<file path="src/rtl/apb_pkg.sv">
// Shared APB definitions: bus widths common to both ends of the bus and the
// completer state encoding.
package apb_pkg;

  localparam int unsigned APB_ADDR_W = 16;
  localparam int unsigned APB_DATA_W = 16;
  localparam int unsigned ERR_CNT_W  = 8;
  localparam int unsigned WAIT_CNT_W = 4;

  typedef enum logic [1:0] {
    IDLE,
    WAIT,
    RESP
  } apb_rsp_state_t;

endpackage

</file>
<file path="src/rtl/apb_resp_mem.sv">
// Single-port synchronous RAM: one read or one write per cycle, registered read.
module apb_resp_mem #(
  parameter int unsigned DEPTH  = 256,
  parameter int unsigned DATA_W = 16
) (
  input  logic                     clk,
  input  logic                     i_we,
  input  logic                     i_re,
  input  logic [$clog2(DEPTH)-1:0] i_addr,
  input  logic [DATA_W-1:0]        i_wdata,
  output logic [DATA_W-1:0]        o_rdata
);

  logic [DATA_W-1:0] r_mem [DEPTH];
  logic [DATA_W-1:0] r_rdata;

  always_ff @(posedge clk) begin
    if (i_we) r_mem[i_addr] <= i_wdata;
    if (i_re) r_rdata <= r_mem[i_addr];
  end

  assign o_rdata = r_rdata;

endmodule

</file>
<file path="src/rtl/apb_mem_responder.sv">
// APB completer for a word-addressed memory window with programmable wait
// states, PSLVERR on out-of-window addresses and a saturating error counter.
module apb_mem_responder
  import apb_pkg::*;
#(
  parameter int unsigned       ADDR_W      = APB_ADDR_W,
  parameter int unsigned       DATA_W      = APB_DATA_W,
  parameter int unsigned       DEPTH       = 256,
  parameter logic [ADDR_W-1:0] BASE_ADDR   = 'h1000,
  parameter int unsigned       WAIT_STATES = 1
) (
  input  logic                 clk,
  input  logic                 reset,
  input  logic [ADDR_W-1:0]    paddr,
  input  logic                 psel,
  input  logic                 penable,
  input  logic                 pwrite,
  input  logic [DATA_W-1:0]    pwdata,
  output logic [DATA_W-1:0]    prdata,
  output logic                 pready,
  output logic                 pslverr,
  output logic [ERR_CNT_W-1:0] err_cnt
);

  localparam int unsigned IDX_W = $clog2(DEPTH);
  // Window bounds carried one bit wider so a window ending at the top of the
  // address space does not wrap around to low addresses.
  localparam logic [ADDR_W:0]         WIN_LO  = {1'b0, BASE_ADDR};
  localparam logic [ADDR_W:0]         WIN_HI  = WIN_LO + (ADDR_W+1)'(DEPTH);
  localparam logic [WAIT_CNT_W-1:0]   WAIT_LD = WAIT_CNT_W'(WAIT_STATES);

  apb_rsp_state_t r_state, w_next;

  logic [WAIT_CNT_W-1:0] r_cnt;
  logic [IDX_W-1:0]      r_idx;
  logic                  r_wr;
  logic [DATA_W-1:0]     r_wdata;
  logic                  r_in_range;
  logic                  r_rd_valid;
  logic [ERR_CNT_W-1:0]  r_err_cnt;

  logic [ADDR_W:0]   w_paddr_x;
  logic              w_in_range;
  logic [IDX_W-1:0]  w_idx;
  logic              w_setup;
  logic              w_resp;
  logic              w_mem_we;
  logic              w_mem_re;
  logic [IDX_W-1:0]  w_mem_addr;
  logic [DATA_W-1:0] w_mem_rdata;

  assign w_paddr_x  = {1'b0, paddr};
  assign w_in_range = (w_paddr_x >= WIN_LO) && (w_paddr_x < WIN_HI);
  assign w_idx      = IDX_W'(paddr - BASE_ADDR);
  assign w_setup    = (r_state == IDLE) && psel && !penable;
  assign w_resp     = (r_state == RESP);

  always_ff @(posedge clk or negedge reset) begin
    if (!reset) r_state <= IDLE;
    else        r_state <= w_next;
  end

  always_comb begin
    w_next = r_state;
    unique case (r_state)
      IDLE: if (w_setup) w_next = (WAIT_STATES == 0) ? RESP : WAIT;
      WAIT: begin
        if (!psel)                             w_next = IDLE;
        else if (r_cnt == WAIT_CNT_W'(1))      w_next = RESP;
      end
      RESP:    w_next = IDLE;
      default: w_next = IDLE;
    endcase
  end

  always_ff @(posedge clk or negedge reset) begin
    if (!reset) begin
      r_cnt      <= '0;
      r_idx      <= '0;
      r_wr       <= 1'b0;
      r_wdata    <= '0;
      r_in_range <= 1'b0;
      r_rd_valid <= 1'b0;
      r_err_cnt  <= '0;
    end else begin
      if (w_setup) begin
        r_cnt      <= WAIT_LD;
        r_idx      <= w_idx;
        r_wr       <= pwrite;
        r_wdata    <= pwdata;
        r_in_range <= w_in_range;
        if (!pwrite) r_rd_valid <= w_in_range;
      end else if (r_state == WAIT) begin
        r_cnt <= r_cnt - WAIT_CNT_W'(1);
      end
      if (pslverr && (r_err_cnt != '1)) r_err_cnt <= r_err_cnt + ERR_CNT_W'(1);
    end
  end

  // The RAM read register is only loaded by in-window reads; r_rd_valid forces
  // zero after reset and after an out-of-window read without touching the RAM.
  assign w_mem_we   = w_resp && psel && penable && r_wr && r_in_range;
  assign w_mem_re   = w_setup && !pwrite && w_in_range;
  assign w_mem_addr = w_resp ? r_idx : w_idx;

  apb_resp_mem #(
    .DEPTH  (DEPTH),
    .DATA_W (DATA_W)
  ) u_mem (
    .clk     (clk),
    .i_we    (w_mem_we),
    .i_re    (w_mem_re),
    .i_addr  (w_mem_addr),
    .i_wdata (r_wdata),
    .o_rdata (w_mem_rdata)
  );

  assign prdata  = r_rd_valid ? w_mem_rdata : '0;
  assign pready  = w_resp;
  assign pslverr = w_resp && !r_in_range;
  assign err_cnt = r_err_cnt;

endmodule
</file>
<file path="config.mk">
export PLATFORM = sky130hd
export DESIGN_NAME = apb_mem_responder
export DESIGN_NICKNAME = d
export VERILOG_FILES = /design/src/rtl/apb_pkg.sv /design/src/rtl/apb_resp_mem.sv /design/src/rtl/apb_mem_responder.sv
export SDC_FILE = /design/constraint.sdc
export NUM_CORES = 2
export LEC_CHECK = 0
export ABC_AREA = 0
export CELL_PAD_IN_SITES_DETAIL_PLACEMENT = 0
export CELL_PAD_IN_SITES_GLOBAL_PLACEMENT = 2
export CORE_UTILIZATION = 51
export CTS_CLUSTER_DIAMETER = 150
export DETAILED_ROUTE_END_ITERATION = 8
export PLACE_DENSITY_LB_ADDON = 0.1
export SYNTH_ARGS = -nofsm -noshare
export SYNTH_HDL_FRONTEND = slang
export SYNTH_HIERARCHICAL = 1
export SYNTH_SLANG_ARGS = --single-unit
</file>
<file path="constraint.sdc">
create_clock -name clk -period 5.6 [get_ports clk]
set_input_delay 0.56 -clock clk [delete_from_list [all_inputs] [get_ports clk]]
set_output_delay 0.56 -clock clk [all_outputs]
set_load 0.01 [all_outputs]
</file>
==> impl_metrics.ini <==
[outcome]
status = finished with violations
violations = max-slew violations

[detailed_routing]
firstDrtPassIters = 5
drc = 0
wl_per_cell_um = 34.9
drtAntennaViolNets = 0
drt_iter0_drc = 8409
viasPerCell = 6.36
vias = 76609
routed_wl_um = 420000

[setup_path]
crit_path_max_incr_delay_ns = 1.03
slowest_stage = o41ai_1
r2r-start = r_state[0]
path_buf_inv = 2
path_depth = 9
cp-endpoint = u_mem/o_rdata[14]
cp_data_required_time_ns = 6.28
arrival_ns = 5.90
cp_cell_sequence = nand2b_1 > mux2_8 > buf_12 > buf_4 > mux4_2 > a22oi_1 > a21oi_1 > o41ai_1 > nand4_1
start_kind = flop
worstSetupEndpointType = flop
r2r_end = u_mem/o_rdata[14]
cp_max_fo = 37
crit_start = r_state[0]
r2r_slack_ns = 0.38
setup.worst_path.class = flop to flop
r2r_cells = 9
crit_family = compound AO/OA/AOI/OAI gates

[cts]
hold_buffers = 1
post_cts_buffers = 0
clk_latency_ns = 0.99
cts.sinks = 4153
htreeDepth = 5
cts-root-buf = clkbuf_16
clk_pin_slew_worst_paths_ns = 0.06
cts_tree = done
cts_max_path_buffers = 4
cts_buffers = 424
cts.repair.resized = 0

[worst_hold_path]
hp-class = input pin to flop

[yosys]
yosysSeqAreaShare_pct = 79.0
synth_nets = 6978
synth-edff-count = 4112
synth-async-reset-ratio_pct = 0.987
syn_area_per_cell_um2 = 22.7
syn_inst = 6938
yosysUniqueCellTypes = 44
synthFlopType = edfxtp_1
syn_area_um2 = 158000
yosys_warnings = 6
synth.ff_latch_count = 4153

[sta]
setup_violations = 0
worst_slack_ns = 0.376
drv_slew = 120
tightest_slew_ns = 1.75
clock.fmax_mhz = 191
finalSetupTns_ns = 0
maxSlewHeadroom_pct = -16.5
clock_skew_ns = 0.0586
fin_crit_ns = 5.22
period_share_pct = 93.3
hold_slack_ns = 0.148
rsz0062_at_grt = false
hold_violations = 0

[grt]
grt_pass1_vias = 77094
grt_max_degree = 206
grt_pass1_wl_um = 590000
track_usage_pct = 27.2
grt_overflow = 0
antenna_found_initial = 24

[floorplan]
coreArea_um2 = 307000
ioPinCount = 63
dieArea_um2 = 311000
start_util_pct = 51.4
die_w_um = 558
die-height_um = 558
rows = 203

[pwr]
p_per_area_nw_per_um2 = 410
p_leak_nw = 56.6
ir_drop_v = 0.000387

[layout]
fin_nets = 7625
finish.utilization_pct = 59.0
area_growth_syn_to_layout_pct = 14.8
final_cell_mix = 4112 x edfxtp_1, 1024 x mux4_2, 514 x buf_4
layout-drive-gt1-share_pct = 29.5
final_common_cell = edfxtp_1

[placement]
place_ws_ns = 0.119
place_hpwl_um = 246000
portBuffers = 62
gp_congestion = 0.815

[run]
maxCapViolCount = 0
[cells by family after synthesis]
kind of cell | share of synthesized area (%)
buffers and inverters | 1.27
xor gates and xnor gates | 0.0278
muxes | 14.7
DFF | 79.0
adders and majority gates | 0.0238
and+or+nand+nor | 1.29
AOI/OAI and AO/OA | 3.66
[layout make-up]
type / count / area [um^2]
timing repair buffer: 650 / 5950
fill: 21972 / 126000
clock inverter: 255 / 2340
clock buffer: 521 / 11100
inverter: 4 / 15.0
antenna: 10 / 25.0
tap: 4100 / 5130
multi-input combinational: 2352 / 31700
sequential: 4153 / 125000
[cell usage after synthesis (11+ instances only)]
cell type / count / share of area, %
nor2_1: 235 / 0.56
nor3_1: 31 / 0.098
o41ai_1: 64 / 0.36
buf_6: 28 / 0.20
a22oi_1: 512 / 2.4
and2_1: 20 / 0.079
nand3_1: 15 / 0.048
nand2_1: 108 / 0.26
dfrtp_1: 41 / 0.65
a21oi_1: 259 / 0.82
buf_4: 16 / 0.076
mux4_2: 1024 / 15
buf_2: 80 / 0.25
clkbuf_1: 251 / 0.60
mux2_1: 11 / 0.079
edfxtp_1: 4112 / 78
buf_1: 54 / 0.13
nand4_1: 20 / 0.079
[layer usage]
metal	wire length, um	share of wire [%]	GRT usage (%)
met1	170000	40	38.6
met2	198000	47	42.1
met3	37200	8.9	6.13
met4	14700	3.5	8.83
met5	166	0.040	0.154
[through the flow]
stage | total power [mW] | instance area (um^2) | std cells
after CTS | 74.8 | 181000 | 12035
after detailed placement | 47.6 | 167000 | 11258
after floorplan | 43.7 | 158000 | 6938
final | 74.2 | 181000 | 12045
after global placement | 47.2 | 167000 | 11258
after global routing | 76.3 | 181000 | 12037
[flip-flops by register name, indices dropped and copies added (netlist names)]
name	flops
err_cnt	8
r_cnt	4
r_idx	8
r_in_range	1
r_rd_valid	1
r_state	2
r_wdata	16
r_wr	1
u_mem/o_rdata	16
u_mem/r_mem	4096
[power by group]
group          total [mW]  switching, mW  internal, mW
clock                27.4           11.7          15.7
combinational        8.51           6.11          2.40
sequential           38.2          0.747          37.5
[worst min-delay path by stage]
stage / start / endpoint / cells past startpoint
final: pwdata[14] / r_wdata[14] / 3
after global routing: pwdata[14] / r_wdata[14] / 3
after CTS: pwdata[14] / r_wdata[14] / 3
after detailed placement: r_idx[7] / r_idx[7] / 2
after global placement: r_idx[4] / r_idx[4] / 2
after floorplan: reset / err_cnt[0] / 0
[worst reg2reg max path, cell delays in order (launching register included)]
cell and delay (ns):
dfrtp_1 0.47, nand2b_1 0.25, mux2_8 0.83, buf_12 0.37, buf_4 0.42, mux4_2 0.58, a22oi_1 0.67, a21oi_1 0.16
o41ai_1 1.03, nand4_1 0.18
Power figures use the tool's default switching activity.
